[src/rtl/fetch_unit_pkg.sv]
// Shared definitions for the instruction fetch unit: state encoding,
// default widths and the branch lookup-table contents.
package fetch_unit_pkg;

    localparam int unsigned PC_W_DEFAULT = 10;
    localparam int unsigned LUT_IDX_W    = 5;
    localparam int unsigned LUT_DEPTH    = 32;
    localparam int unsigned LUT_STRIDE   = 25;
    localparam int unsigned CNT_W        = 16;

    typedef enum logic [1:0] {
        IDLE,
        RUN,
        HALT
    } fetch_state_t;

    // Absolute-branch target stored at a given table slot.
    function automatic int unsigned lut_value(input int unsigned idx);
        return idx * LUT_STRIDE;
    endfunction

endpackage

[src/rtl/fetch_unit_branch_lut.sv]
// Combinational 32-entry absolute-branch target table, indexed by the
// low five bits of the branch operand.
module branch_lut
    import fetch_unit_pkg::*;
#(
    parameter int unsigned PC_W = PC_W_DEFAULT
) (
    input  logic [LUT_IDX_W-1:0] idx,
    output logic [PC_W-1:0]      target
);

    logic [PC_W-1:0] table_q [LUT_DEPTH];

    always_comb begin
        for (int unsigned i = 0; i < LUT_DEPTH; i++) begin
            table_q[i] = PC_W'(lut_value(i));
        end
    end

    assign target = table_q[idx];

endmodule

[src/rtl/fetch_unit.sv]
// Program counter sequencer: IDLE/RUN/HALT control, branch resolution and
// RUN-cycle counting. Define FETCH_TARGET_LUT_EN to source absolute branch
// targets from the branch_lut table instead of PCTarg.
module fetch_unit
    import fetch_unit_pkg::*;
#(
    parameter int unsigned     PC_W       = PC_W_DEFAULT,
    parameter logic [PC_W-1:0] START_ADDR = '0
) (
    input  logic             Clk,
    input  logic             Reset,
    input  logic             Start,
    input  logic             BranchAbs,
    input  logic             BranchRel,
    input  logic             Taken,
    input  logic             Ack,
    input  logic [PC_W-1:0]  PCTarg,
    output logic [PC_W-1:0]  ProgCtr,
    output logic             Running,
    output logic             Done,
    output logic [CNT_W-1:0] CycleCnt
);

    fetch_state_t     state, state_nxt;
    logic [PC_W-1:0]  pc_nxt;
    logic [CNT_W-1:0] cnt_nxt;
    logic [PC_W-1:0]  abs_target;

`ifdef FETCH_TARGET_LUT_EN
    branch_lut #(
        .PC_W (PC_W)
    ) u_branch_lut (
        .idx    (PCTarg[LUT_IDX_W-1:0]),
        .target (abs_target)
    );
`else
    assign abs_target = PCTarg;
`endif

    always_comb begin
        state_nxt = state;
        pc_nxt    = ProgCtr;
        cnt_nxt   = CycleCnt;
        case (state)
            IDLE: begin
                pc_nxt = START_ADDR;
                if (Start) begin
                    state_nxt = RUN;
                    cnt_nxt   = '0;
                end
            end
            RUN: begin
                if (CycleCnt != '1) begin
                    cnt_nxt = CycleCnt + CNT_W'(1);
                end
                // STOP outranks any branch decoded in the same cycle
                if (Ack) begin
                    state_nxt = HALT;
                end else if (BranchAbs && Taken) begin
                    pc_nxt = abs_target;
                end else if (BranchRel && Taken) begin
                    pc_nxt = ProgCtr + PCTarg;
                end else begin
                    pc_nxt = ProgCtr + PC_W'(1);
                end
            end
            HALT: begin
                if (!Start) begin
                    state_nxt = IDLE;
                    pc_nxt    = START_ADDR;
                end
            end
            default: begin
                state_nxt = IDLE;
                pc_nxt    = START_ADDR;
            end
        endcase
    end

    always_ff @(posedge Clk or negedge Reset) begin
        if (!Reset) begin
            state    <= IDLE;
            ProgCtr  <= START_ADDR;
            CycleCnt <= '0;
            Running  <= 1'b0;
            Done     <= 1'b0;
        end else begin
            state    <= state_nxt;
            ProgCtr  <= pc_nxt;
            CycleCnt <= cnt_nxt;
            Running  <= (state_nxt == RUN);
            Done     <= (state_nxt == HALT);
        end
    end

endmodule

[config.mk]
export PLATFORM = sky130hd
export DESIGN_NAME = fetch_unit
export DESIGN_NICKNAME = d
export VERILOG_FILES = /design/src/rtl/fetch_unit_pkg.sv /design/src/rtl/fetch_unit_branch_lut.sv /design/src/rtl/fetch_unit.sv
export SDC_FILE = /design/constraint.sdc
export NUM_CORES = 1
export LEC_CHECK = 0
export BUFFER_PORTS_ARGS = -buffer_cell sky130_fd_sc_hd__buf_2
export CAP_MARGIN = 20
export CORE_MARGIN = 10
export CORE_UTILIZATION = 53
export CTS_CLUSTER_SIZE = 10
export DETAILED_ROUTE_END_ITERATION = 10
export PLACE_DENSITY = 0.79
export SLEW_MARGIN = 10
export SYNTH_ARGS = -nofsm -noshare
export SYNTH_HDL_FRONTEND = slang
export SYNTH_SLANG_ARGS = --single-unit
[constraint.sdc]
create_clock -name Clk -period 2.6 [get_ports Clk]
set_input_delay 0.52 -clock Clk [delete_from_list [all_inputs] [get_ports Clk]]
set_output_delay 0.52 -clock Clk [all_outputs]
set_load 0.02 [all_outputs]
==> results.tsv, run 1 <==
metric	value	unit
Routed Antenna Nets	0	
post-cts sizing count	0	
CP delay by family, top	compound AO/OA/AOI/OAI gates	
initial antenna violation count	0	
Final Util	65.02	%
clock latency on the worst-skew pair	320	ps
Initial Util	55.19	%
area share of the largest cell type after synthesis	40.76	%
CTS Hold Bufs	0	
PortBufs	44	
H-Tree Depth	2	
Placer Congestion	0.9130	
Setup Buffers After CTS	0	
max_slew headroom	55.07	%
CTS root buffer	clkbuf_4	
Finish-stage setup viols	0	
worst-path cell chain	buf_2 > nand3b_1 > ha_1 > fa_1 > a21o_1 > o2bb2ai_1 > nor4b_1 > a21oi_1 > a21oi_1 > a221o_1	
Die Ht	78.95	um
Max Cap Viol	0	
Total GRT Usage	14.25	%
worst hold path class	input pin to asynchronous set/reset pin	
P_int	921.0	uW
RSZ-0062 raised after global routing	no	
Yosys top cell by area	dfrtp_1	
Via density	5.666	
fmax	471.4	MHz
Ports	45	
Mapped Cells	192	
Cell Rows	21	
CP bufs+invs	1	
P&R area growth vs syn	17.80	%
Final min period	2121	ps
total clock sinks	30	
data arrival time of the critical path	2380	ps
CTS tree	built	
fin. max-slew vios	0	
CTS buffer count	5	
Syn. warnings	0	
Final period util	81.59	%
Hold Fails Final Rpt	0	
Setup WS post-layout	478.7	ps
grt ovf	0	
Seq cells post-synth	30	
vias in the first global route	1608	
overall power	1.560	mW
Area contributors post-synth	dfrtp_1, ha_1, xor2_1, nor2_1, and3_1	
register area share after synthesis	40.76	%
drt pass-1 iters	4	
WL final	4.282	mm
Worst Max-Slew Pin Slew	674.0	ps
WL/cell	14.92	um
Critical Setup Path Class	input pin to register	
vias after detailed routing	1626	
antenna cells	0	
syn_nets	220	
Flop pwr share	41.5	%
final net count	268	
required time worst endpoint	2860	ps
share of power burned in combinational logic	40.0	%
Max FO, Critical Path	11	
critical path's slowest cell	fa_1	
switching power total	639.2	uW
die width	78.95	um
post-route setup TNS	0	ps
dpl ws	160.5	ps
Setup crit start kind	input pin	
hpwl dp	3.307	mm
Worst path max stage delay	410	ps
largest net degree at the start of global routing	31	
clock network fraction of total power	18.5	%
core footprint	3337	um^2
Post-Syn Area per Cell	9.593	um^2
status	finished, final reports clean	
clk buf depth	2	
CP Capture Type	register	
Pwr per Cell Area	719.1	nW/um^2
Leak Pwr	1.130	nW
share of cells above drive strength 1	24.90	%
library cells used by synthesis	37	
full die area	6233	um^2
Sw Share	40.97	%
Final Skew	7.731	ps
peak supply drop	0.3956	mV
first-pass GRT wire length	7.272	mm
cell mode on critical path	a21oi_1	
Iter 0 DRT Violations	89	
Reg clk slew, reported paths	100	ps
post-synthesis cell area	1842	um^2
residual DRC count	0	
-- worst reg2reg max path, delay by kind of cell (launching register included) --
family                     cells  cell delay, ps
AOI/OAI and AO/OA              5             720
adders and majority gates      2             650
DFF                            1             420
and+or+nand+nor                1             250
-- power by group through the flow --
stage	Sequential [mW]	Clock, mW	Combinational, mW
3_3_place_gp	0.655	0	0.621
5_1_grt	0.661	0.318	0.697
2_1_floorplan	0.722	0	0.349
4_1_cts	0.648	0.299	0.631
6_report	0.647	0.288	0.625
3_5_place_dp	0.657	0	0.628
-- final timing paths --
check                                       startpoint                      end  slack, ps  cells past startpoint
worst max-delay path                             Taken   ProgCtr[8]$_DFFE_PN0P_        480                     10
worst min-delay path                             Reset  CycleCnt[7]$_DFFE_PN0P_        220                      1
worst max register to register  ProgCtr[0]$_DFFE_PN0P_   ProgCtr[8]$_DFFE_PN0P_        500                      8
worst min register to register  ProgCtr[6]$_DFFE_PN0P_   ProgCtr[6]$_DFFE_PN0P_        550                      2
max in group asynchronous                        Reset   ProgCtr[7]$_DFFE_PN0P_       1940                      1
min in group Clk                                   Ack       state[0]$_DFF_PN0_        430                      2
-- synth_stat cells (all sizes together) --
master   number
a211oi        2
a21o          3
a21oi        12
a221o         1
a22o          3
a22oi         7
a311oi        1
a31oi         2
a41oi         1
and3         10
and4          5
buf           3
clkbuf        3
dfrtp        30
fa            1
ha           10
inv           4
mux2          1
mux2i         1
nand2        14
nand3         6
nand3b        2
nand4         7
nor2         22
nor2b         1
nor3          3
nor4b         1
o21ai        11
o21ba         1
o21bai        1
o2bb2ai       1
o31ai         1
xnor2         7
xor2         14
-- registers in the layout, indices dropped and copies added, names as in the netlist --
register / cells
CycleCnt: 16
ProgCtr: 10
state: 2
Done: 1
Running: 1
-- layout by cell type (no fill, tap or decap), drive strengths merged, types with 2 or more instances in the layout --
cell,n
dfrtp,30
ha,10
a22oi,7
a22o,3
xor2,14
and4,5
inv,4
nor3,3
a21o,3
a21oi,12
o21ai,11
nand3b,2
a211oi,2
and3,10
nor2,22
nand3,6
a31oi,2
clkbuf,7
buf,47
xnor2,7
nand4,7
nand2,14
-- cells by family after synthesis --
logic type | share of synthesized area, %
AO/OA/AOI/OAI | 17.80
adder cells (fa/ha/maj) | 7.880
XOR/XNOR | 9.987
flip-flops | 40.76
buffers and inverters | 2.581
AND/OR/NAND/NOR | 19.84
multiplexers | 1.155
-- stage by stage --
stage	cells	instance area, um^2	hold WS, ps
detailed placement	279	2110	522.9
global route	287	2170	264.6
CTS	287	2170	223.9
global placement	279	2110	517.3
floorplan	192	1842	224.4
finish	287	2170	216.4
-- final cells by class --
| type | instances | area [um^2] |
|---|---|---|
| clock buffers | 7 | 55.05 |
| clock inverters | 1 | 5.005 |
| fillers | 301 | 1167 |
| inverters | 4 | 15.01 |
| multi-input cells | 152 | 1044 |
| flip-flops and latches | 30 | 750.7 |
| well taps | 46 | 57.56 |
| repair buffers | 47 | 242.7 |
-- routing by layer --
| metal | global-route usage [%] | part of all wire (%) | wire (um) | vias to the layer above |
|---|---|---|---|---|
| li1 | - | - | - | 803 |
| met1 | 16.90 | 44 | 1903 | 754 |
| met2 | 23.19 | 46 | 1971 | 57 |
| met3 | 5.180 | 7.8 | 333 | 12 |
| met4 | 5.197 | 1.7 | 74 | 0 |
| met5 | 0 | 0 | 0 | - |
Power figures use the tool's default switching activity.
==> inputs of run 2 (changes only) <==
Settings changed: ABC_AREA set to 1, CORE_UTILIZATION 53 to 55, PLACE_DENSITY 0.79 to 0.8.
Clock period 2.6 ns to 2.15 ns, I/O delays scaled along.
==> run 2 against run 1 <==
Sequential share of layout area shrank 4.3 points; worst hold slack lost 31 ps; highest routed layer unchanged; setup slack got worse by 190 ps; combinational power is 54% higher; clock power grew 48%; largest cell class unchanged; first-iteration DRC count is 24% higher; count of clock-buffer cells in the layout is the same; routed wire length is 30% higher.
==> results.tsv, run 2 <==
metric	value	unit
status	finished, final reports clean	
commonest non-fill, non-tap cell in the layout	nand2_1	
post-route setup TNS	0	ps
Non-Filler Instances	408	
PortBufs	44	
Die Ht	82.34	um
Iter 0 DRT Violations	110	
first-pass GRT wire length	9.156	mm
CP bufs+invs	1	
required time worst endpoint	2330	ps
clock network fraction of total power	19.8	%
hpwl dp	4.175	mm
Post-synth top cells	nand2_1, inv_1, nor2_1, nand3_1, dfrtp_1	
H-Tree Depth	2	
Routed Antenna Nets	0	
Flop pwr share	35.8	%
Ports	45	
Worst path max stage delay	330	ps
ys async rst share	100.0	%
met2 Track Usage GR	26.44	%
dpl cells	401	
Via density	5.284	
Seq cells post-synth	30	
Hold Fails Final Rpt	0	
Max Cap Viol	0	
Post-Syn Area per Cell	6.828	um^2
Yosys top cell by area	dfrtp_1	
dpl ws	-4.917	ps
Final min period	1862	ps
die width	82.34	um
data arrival time of the critical path	2040	ps
Setup WS post-layout	288.1	ps
top flop regs	CycleCnt x16, ProgCtr x10, state x2	
Reg-to-Reg End	CycleCnt[8]$_DFFE_PN0P_	
max_slew headroom	54.76	%
peak supply drop	0.6628	mV
final net count	388	
WL final	5.570	mm
syn_nets	341	
register area share after synthesis	35.13	%
Finish-stage setup viols	0	
count leader, synth	nand2_1	
EDFF count, synth	0	
CTS tree	built	
P&R area growth vs syn	16.04	%
final hold slack	185.6	ps
WL/cell	13.65	um
post-synthesis cell area	2137	um^2
Register Area	750.7	um^2
worst hold path class	input pin to asynchronous set/reset pin	
Final period util	86.60	%
full die area	6779	um^2
number of flip-flops in the largest register	16	
grt ovf	0	
initial antenna violation count	0	
residual DRC count	0	
Pwr per Cell Area	871.1	nW/um^2
largest net degree at the start of global routing	31	
Placer Congestion	0.8972	
worst-path cell chain	buf_2 > nand2_1 > nor2_1 > ha_1 > a21oi_1 > nor2_1 > nor2_1 > nand2_1 > nand2_1 > nand3_1 > nand2_1 > nand2_1	
clk buf depth	2	
Leak Pwr	1.353	nW
P_int	1.196	mW
area share of the largest cell type after synthesis	35.13	%
footprint of the multi-input gates	1210	um^2
Critical Setup Path Class	input pin to register	
fin. max-slew vios	0	
Main synth FF type	dfrtp_1	
Setup crit start kind	input pin	
clock latency on the worst-skew pair	280	ps
Final Skew	8.847	ps
CP delay by family, top	simple AND/OR/NAND/NOR gates	
Max FO, Critical Path	8	
Reg clk slew, reported paths	70	ps
vias after detailed routing	2156	
Mapped Cells	313	
Reg2Reg Setup Slack	330	ps
switching power total	964.8	uW
overall power	2.160	mW
Syn. warnings	0	
met1 usage	22.38	%
RSZ-0062 raised after global routing	no	
most frequent cells in the layout	nand2_1, buf_2, inv_1	
library cells used by synthesis	28	
drt pass-1 iters	4	
cell mode on critical path	nand2_1	
share of power burned in combinational logic	44.4	%
antenna cells	0	
post-route cell area	2480	um^2
Initial Util	57.51	%
Post-DP Area	2399	um^2
core footprint	3716	um^2
global route hottest layer	met2	
FF-to-FF Start	CycleCnt[0]$_DFFE_PN0P_	
Area contributors post-synth	dfrtp_1, nand2_1, nand3_1, inv_1, nor2_1	
fmax	537.1	MHz
CTS buffer count	5	
Largest Register	CycleCnt	
Final Util	66.73	%
total clock sinks	30	
Cell Rows	22	
share of cells above drive strength 1	16.67	%
Fillers	368	
CTS root buffer	clkbuf_8	
CTS Hold Bufs	0	
vias in the first global route	2037	
Sw Share	44.66	%
Reg2Reg Depth	9	
critical path's slowest cell	ha_1	
Total GRT Usage	16.90	%
Worst Max-Slew Pin Slew	678.6	ps
CP Capture Type	register	
GR Util met3	4.968	%
-- run 2: what timing repair did --
action | 4_1_cts | 5_1_grt
buffers inserted | 0 | 0
endpoints found under the setup margin | 0 | 12
resized for setup | 0 | 1
-- run 2: final cells by class --
class | instances | share of cell area [%]
clock buffer | 7 | 3.078
inverter | 39 | 5.954
multi-input combinational | 238 | 48.79
sequential | 30 | 30.27
tap | 48 | 2.422
timing repair buffer | 46 | 9.485
-- run 2: cells by family (layout without fill, tap and decap cells) --
family	count (synthesis)	count (layout)	synth area share, %
simple gates	176	176	34.78
buf+inv	45	92	8.489
fa+ha+maj	11	11	6.792
compound gates	40	40	10.30
flops	30	30	35.13
xor+xnor	11	11	4.508
-- run 2: worst max-delay path by stage --
stage                     slack, ps                    start                  endpoint  cells after the start
after floorplan                 350                BranchRel    ProgCtr[5]$_DFFE_PN0P_                      9
after global placement           30                    Taken    ProgCtr[6]$_DFFE_PN0P_                     12
after detailed placement         -5                    Taken    ProgCtr[7]$_DFFE_PN0P_                     12
after CTS                       120  CycleCnt[0]$_DFFE_PN0P_  CycleCnt[10]$_DFFE_PN0P_                      9
after global routing             60                    Taken    ProgCtr[6]$_DFFE_PN0P_                     12
final                           290                    Taken    ProgCtr[7]$_DFFE_PN0P_                     12
-- run 2: metal layers --
| metal | share of wire, % | wire length, um |
|---|---|---|
| met5 | 0 | 0 |
| met4 | 0.74 | 41 |
| met3 | 6.8 | 379 |
| met2 | 45 | 2493 |
| met1 | 48 | 2655 |
-- run 2: power by group through the flow --
stage | combinational [mW] | clock (mW) | sequential [mW]
final | 0.960 | 0.427 | 0.774
after global routing | 1.07 | 0.457 | 0.796
after global placement | 0.929 | 0 | 0.775
after CTS | 0.952 | 0.432 | 0.773
after detailed placement | 0.946 | 0 | 0.782
after floorplan | 0.556 | 0 | 0.886
-- run 2: worst reg2reg max path: cells and delay by family (launching register included) --
family / cells / cell delay [ps]
AND/OR/NAND/NOR: 6 / 690
flip-flops: 1 / 410
buffers and inverters: 1 / 270
adder cells (fa/ha/maj): 1 / 250
AO/OA/AOI/OAI: 1 / 70
